[src/rtl/blk_shift_buf.sv]
// -----------------------------------------------------------------------------
// blk_shift_buf
// Shift buffer for block-luminance samples in the backlight dimming datapath.
// Collects DEPTH consecutive DW-bit samples, presents them as a flat parallel
// bus in linear or two-row interleaved slot order, and flags a complete window.
//
// Optional feature macro: BLK_SHIFT_STATS_EN
//   defined   -> registered window statistics (running sum and maximum)
//   undefined -> win_sum / win_max tied to 0, no statistics logic built
//
// Ports
//   clock     : single clock, all state updates on posedge
//   reset     : asynchronous active-high, clears all state
//   EN_count  : sample strobe, Din accepted on every posedge with EN_count=1
//   clear     : synchronous flush, priority over EN_count
//   Din       : input sample
//   Qout      : DEPTH slots, slot s at bits [s*DW +: DW]
//   fill      : accepted samples in the current run, saturating at DEPTH
//   CS_set    : window-complete flag
//   win_sum   : sum of filled slots (statistics build only)
//   win_max   : maximum of filled slots (statistics build only)
// -----------------------------------------------------------------------------
module blk_shift_buf #(
   parameter int DW         = 16,
   parameter int DEPTH      = 10,
   parameter int INTERLEAVE = 1,
   parameter int SW         = DW + $clog2(DEPTH + 1)
) (
   input  logic                       clock,
   input  logic                       reset,
   input  logic                       EN_count,
   input  logic                       clear,
   input  logic [DW-1:0]              Din,
   output logic [DW*DEPTH-1:0]        Qout,
   output logic [$clog2(DEPTH+1)-1:0] fill,
   output logic                       CS_set,
   output logic [SW-1:0]              win_sum,
   output logic [DW-1:0]              win_max
);

   localparam int             FW   = $clog2(DEPTH + 1);
   localparam logic [FW-1:0]  FULL = FW'(DEPTH);

   // Saturating run-length increment: fill never wraps past DEPTH.
   function automatic logic [FW-1:0] sat_inc(input logic [FW-1:0] f);
      return (f == FULL) ? f : f + FW'(1);
   endfunction

   logic [DW-1:0] chain_p0 [DEPTH];
   logic [FW-1:0] fill_p0;
   logic          cs_p0;
   logic          vld_p0;

   assign vld_p0 = EN_count & ~clear;

   // ---- stage p0: sample chain, run length, window flag ----
   always_ff @(posedge clock or posedge reset) begin
      if (reset) begin
         for (int k = 0; k < DEPTH; k++) chain_p0[k] <= '0;
         fill_p0 <= '0;
         cs_p0   <= 1'b0;
      end else if (clear) begin
         for (int k = 0; k < DEPTH; k++) chain_p0[k] <= '0;
         fill_p0 <= '0;
         cs_p0   <= 1'b0;
      end else if (vld_p0) begin
         chain_p0[0] <= Din;
         for (int k = 1; k < DEPTH; k++) chain_p0[k] <= chain_p0[k-1];
         fill_p0 <= sat_inc(fill_p0);
         cs_p0   <= (sat_inc(fill_p0) == FULL);
      end else begin
         // Run break: data retained, the next run counts again from zero.
         fill_p0 <= '0;
         cs_p0   <= 1'b0;
      end
   end

   // Chain position k to output slot. Interleaved order puts even positions
   // in the lower half-row and odd positions in the upper half-row.
   for (genvar k = 0; k < DEPTH; k++) begin : g_slot
      localparam int SLOT = (INTERLEAVE != 0) ? (k / 2 + (k % 2) * (DEPTH / 2)) : k;
      assign Qout[SLOT*DW +: DW] = chain_p0[k];
   end

   assign fill   = fill_p0;
   assign CS_set = cs_p0;

`ifdef BLK_SHIFT_STATS_EN
   function automatic logic [DW-1:0] umax(input logic [DW-1:0] a, input logic [DW-1:0] b);
      return (a > b) ? a : b;
   endfunction

   logic [SW-1:0] sum_p0;
   logic [SW-1:0] win_sum_p1;
   logic [DW-1:0] win_max_p1;
   logic [DW-1:0] evict;
   logic [DW-1:0] max_c;

   // Only a full window pushes a counted sample out of the sum.
   assign evict = (fill_p0 == FULL) ? chain_p0[DEPTH-1] : '0;

   // Maximum over the current run only; stale retained slots are skipped.
   always_comb begin
      max_c = '0;
      for (int k = 0; k < DEPTH; k++) begin
         if (FW'(k) < fill_p0) max_c = umax(max_c, chain_p0[k]);
      end
   end

   // ---- stage p0 running sum / stage p1 registered statistics ----
   always_ff @(posedge clock or posedge reset) begin
      if (reset) begin
         sum_p0     <= '0;
         win_sum_p1 <= '0;
         win_max_p1 <= '0;
      end else if (clear) begin
         sum_p0     <= '0;
         win_sum_p1 <= '0;
         win_max_p1 <= '0;
      end else begin
         win_sum_p1 <= sum_p0;
         win_max_p1 <= max_c;
         if (vld_p0) sum_p0 <= sum_p0 + SW'(Din) - SW'(evict);
         else        sum_p0 <= '0;
      end
   end

   assign win_sum = win_sum_p1;
   assign win_max = win_max_p1;
`else
   assign win_sum = '0;
   assign win_max = '0;
`endif

endmodule
[config.mk]
export PLATFORM = sky130hd
export DESIGN_NAME = blk_shift_buf
export DESIGN_NICKNAME = d
export VERILOG_FILES = /design/src/rtl/blk_shift_buf.sv
export SDC_FILE = /design/constraint.sdc
export NUM_CORES = 1
export LEC_CHECK = 0
export CORE_UTILIZATION = 25
export CTS_CLUSTER_DIAMETER = 80
export DETAILED_ROUTE_END_ITERATION = 12
export MAX_ROUTING_LAYER = met4
export PLACE_DENSITY_LB_ADDON = 0.15
export SLEW_MARGIN = 30
export SYNTH_ARGS = -nofsm -noshare
export SYNTH_HDL_FRONTEND = slang
export SYNTH_SLANG_ARGS = --single-unit
[constraint.sdc]
create_clock -name clock -period 6.74 [get_ports clock]
set_clock_uncertainty 0.2 [all_clocks]
set_input_delay 1.348 -clock clock [delete_from_list [all_inputs] [get_ports clock]]
set_output_delay 1.348 -clock clock [all_outputs]
set_load 0.05 [all_outputs]
Yosys cells after proc, flatten, opt, wreduce, memory -nomap -nowiden
Cells that the tools add are included.
{"block": "word_totals", "register_bits": 165, "latch_bits": 0, "ram_bits": 0, "rom_bits": 0, "input_bits": 20, "output_inout_bits": 201, "memories": 0}
{"block": "classes", "n_addsub": 1, "n_mul": 0, "div_mod_pow": 0, "magnitude_cmp": 0, "eq_ne": 2, "shifts": 0, "muxes": 7, "n_bitwise": 2, "reduce_logical": 1}
{"operator": "160-bit 2-to-1 mux", "count": 2}
{"operator": "4-bit 2-to-1 mux", "count": 3}
{"operator": "4-bit equality test, second input constant", "count": 2}
{"operator": "4-bit by 1-bit adder with 4-bit output, second input constant", "count": 1}
{"operator": "1-bit 2-to-1 mux", "count": 2}
{"operator": "2-bit nonzero test", "count": 1}
{"operator": "1-bit AND", "count": 1}
{"operator": "1-bit inverter", "count": 1}

Depth between registers and ports, before layout
{"block": "depth", "depth_word": 5, "mapped_depth": 5, "mapped_depth_nobuf": 5}

Worst setup path before layout
OpenSTA, ideal clock, no wires.
{"block": "synth_path", "path_type": "input port to flip-flop", "from": "input port EN_count", "to": "register chain_p0, in the netlist Qout[100]", "setup_ps": 132, "arrival_ps": 2040, "required_ps": 6408, "slack_ps": 4369, "stages": 5, "path_cell_list": "buf_4 > buf_8 > buf_8 > mux2i_1 > nor2_1"}
{"block": "synth_via", "elab_chain_cells": 2}
{"item": "from (decl)", "line": "31", "text": "input logic EN_count,"}
{"item": "1-bit AND", "line": "54", "text": "assign vld_p0 = EN_count & ~clear;"}
{"item": "2-bit nonzero test (no line)"}
{"item": "to (decl)", "line": "49", "text": "logic [DW-1:0] chain_p0 [DEPTH];"}
No other way between the ends.
A chain may end at the register's enable or synchronous reset.

Worst setup path in the final report
{"block": "layout_path", "from": "register fill_p0[2] (netlist: fill[2])", "to": "output port fill[2]"}
{"item": "from (decl)", "line": "50", "text": "logic [FW-1:0] fill_p0;"}
{"item": "from (signal assigned)", "line": "69", "text": "fill_p0 <= sat_inc(fill_p0);"}
{"item": "to (decl)", "line": "35", "text": "output logic [$clog2(DEPTH+1)-1:0] fill,"}
No word-level cell between the ends.

==> run_results.csv <==
group,metric,value,unit
run_status,status,"completed",
critical_path,critPathKind,"flip-flop to output port",
critical_path,reg2reg_setup_slack,5.10,ns
clock_tree,cts_setup_buffers,0,
placement,dpl_cell_area,8960,µm²
sta,setup_viol,0,
route,drc,0,
clock_tree,clock_sinks,165,
grt,grt_pass1_vias,4588,
critical_path,slowest_delay,0.85,ns
clock_tree,cts_resized,0,
route,via_per_inst,4.09,
cells_and_area,design_area,9580,µm²
die,die_w,170,µm
logic_synthesis,syn_avg_cell_area,12.1,µm²
cells_and_area,nNetsFinal,771,
critical_path,critPathSlowestCell,"clkdlybuf4s50_1",
clock_tree,cts_tree,"yes",
route,totalWireLength,17700,µm
sta,fin_crit,3.28,ns
route,firstDrtPassIters,4,
die,io_pins,221,
cells_and_area,drive_gt1_share,4.86,%
die,core.rowCount,61,
logic_synthesis,yosysWarnings,0,
sta,hold_violations,0,
clock_tree,cts_inserted_buffers,17,
critical_path,r2r-start,"fill[0]",
critical_path,endpoint,"fill[2]",
power,peakVddDrop,0.000110,V
critical_path,worstPathArrival,1.73,ns
grt,top_usage_layer,"met1",
logic_synthesis,synth_top_family_by_area,"multiplexers",
critical_path,crit_family,"buffers and inverters",
min_path,hold_class,"flip-flop to flip-flop",
route,dr_total_vias,4660,
logic_synthesis,postSynthCellCount,579,
min_path,min_path_cells,2,
sta,tightestPinTransition,0.926,ns
sta,fin_tns_setup,0,ns
critical_path,crit_required,5.19,ns
sta,min_period_over_period,48.7,%
clock_tree,cts_buffer_depth,2,
grt,grt_use_total,12.8,%
cells_and_area,area_growth,36.3,%
logic_synthesis,yosysSeqAreaShare,58.7,%
critical_path,r2r_end,"CS_set",
clock_tree,clk_pin_slew,0.07,ns
critical_path,crit_fanout,8,
logic_synthesis,yosys.cell_types.count,21,
die,start_util,25.4,%
placement,place_congestion,0.718,
grt,grt_max_degree,120,
sta,grt_setup_unrepaired,"false",
logic_synthesis,ys_ff_latch,165,
logic_synthesis,synthXorXnorAreaFrac,0.125,%
grt,overflow,0,
power,power_leakage,4.59,nW
critical_path,cp.depth,1,
power,power.density,237,nW/µm²
clock_tree,cts_root_buffer,"clkbuf_16",
critical_path,r2r_cells,5,
grt,grt_pass1_wl,27600,µm
die,dieArea,28800,µm²
logic_synthesis,synth-compound-area-share,0.267,%
critical_path,crit_start,"fill[2]",
logic_synthesis,syn_area,7030,µm²
power,fin_total_pwr,0.00228,W
grt,use_met3,4.38,%
logic_synthesis,synthMuxAreaShare,22.9,%
logic_synthesis,synth-simple-area-share,9.47,%
sta,relSlewSlack,38.2,%
clock_tree,h-tree-depth,4,
critical_path,worstPathCellList,"clkdlybuf4s50_1",
placement,hpwl,11500,µm
placement,numPortBuffers,184,
cells_and_area,diodes,0,
logic_synthesis,synth_fa_ha_area_share,0.356,%
route,postRouteAntennaNets,0,
grt,antenna_found_initial,0,
sta,holdWs,0.320,ns
die,dieHeight,170,µm
grt,grt_util_met2,17.2,%
route,drt_iter0_drc,255,
sta,max_freq,0.305,GHz
clock_tree,hold_buffers,0,
critical_path,path_buf_inv,1,
grt,gr-usage-met1,18.0,%
critical_path,crit_path_end_kind,"output port",
die,coreArea,27700,µm²
critical_path,start_kind,"flip-flop",
sta,drv_slew,0,
run,maxCapViolCount,0,
clock_tree,clk_latency,0.42,ns
route,wl_per_cell,15.5,µm
[how the worst min path moves through the flow]
stage / from / to
floorplan: Qout[159] / Qout[159]
global placement: Qout[148] / Qout[148]
detailed placement: Qout[147] / Qout[147]
CTS: Qout[147] / Qout[147]
global route: Qout[150] / Qout[150]
finish: Qout[147] / Qout[147]
[sequential cells by signal (all words and copies together), names as in the netlist]
register	count
CS_set	1
fill	4
Qout	160
[placed cells by master (no fill, tap or decap), drive strengths merged]
| cell type | n |
|---|---|
| mux2i | 161 |
| and3b | 1 |
| or3 | 1 |
| clkinvlp | 3 |
| buf | 6 |
| inv | 5 |
| a21oi | 1 |
| o21ai | 1 |
| nand2b | 1 |
| clkinv | 2 |
| ha | 2 |
| nor2 | 163 |
| xor2 | 1 |
| or2 | 1 |
| conb | 36 |
| nand3 | 3 |
| nand2 | 1 |
| bufinv | 4 |
| clkdlybuf4s50 | 182 |
| dfrtp | 165 |
| clkbuf | 20 |
| a311oi | 1 |
[cells in the mapped netlist (all sizes together)]
cell / count / share of area [%]
or3: 1 / 0.089
a311oi: 1 / 0.12
a21oi: 1 / 0.071
nor2: 163 / 8.7
and3b: 1 / 0.12
dfrtp: 165 / 59
ha: 2 / 0.36
nand3: 3 / 0.21
xor2: 1 / 0.12
nand2b: 1 / 0.20
or2: 1 / 0.089
clkbuf: 13 / 0.69
o21ai: 1 / 0.071
inv: 3 / 0.16
mux2i: 161 / 23
nand2: 1 / 0.053
buf: 59 / 7.2
conb: 1 / 0.053
[area by class of cell]
| class | instances | area (µm²) |
|---|---|---|
| tap | 378 | 473 |
| sequential | 165 | 4130 |
| timing repair buffer | 188 | 1880 |
| multi-input combinational | 374 | 2460 |
| clock buffer | 20 | 447 |
| inverter | 3 | 18.8 |
| clock inverter | 11 | 174 |
| fill | 2741 | 18100 |
[per-layer routing]
| metal | wire length, µm | vias up |
|---|---|---|
| li1 | - | 2192 |
| met1 | 8830 | 2309 |
| met2 | 7410 | 147 |
| met3 | 1260 | 12 |
| met4 | 161 | 0 |
| met5 | 0 | - |
[per-stage QoR]
stage | setup slack (ns) | util (%) | instances
6_report | 3.46 | 34.6 | 1139
5_1_grt | 3.36 | 34.6 | 1139
4_1_cts | 3.43 | 34.6 | 1139
3_5_place_dp | 3.21 | 32.4 | 1108
3_3_place_gp | 3.25 | 32.4 | 1108
2_1_floorplan | 0.730 | - | 614
[power breakdown]
| part | total [W] | internal, W | switching, W |
|---|---|---|---|
| Combinational | 0.000221 | 0.0000598 | 0.000161 |
| Sequential | 0.00101 | 0.00100 | 0.0000118 |
| Clock | 0.00104 | 0.000632 | 0.000409 |
[cells by family (layout without fill, tap and decap cells)]
family	count (synthesis)	count (layout)
xor+xnor	1	1
compound gates	3	3
fa+ha+maj	2	2
mux	161	161
simple gates	171	171
other cells	1	36
flops	165	165
buf+inv	75	222
(Power assumes the default switching activity.)
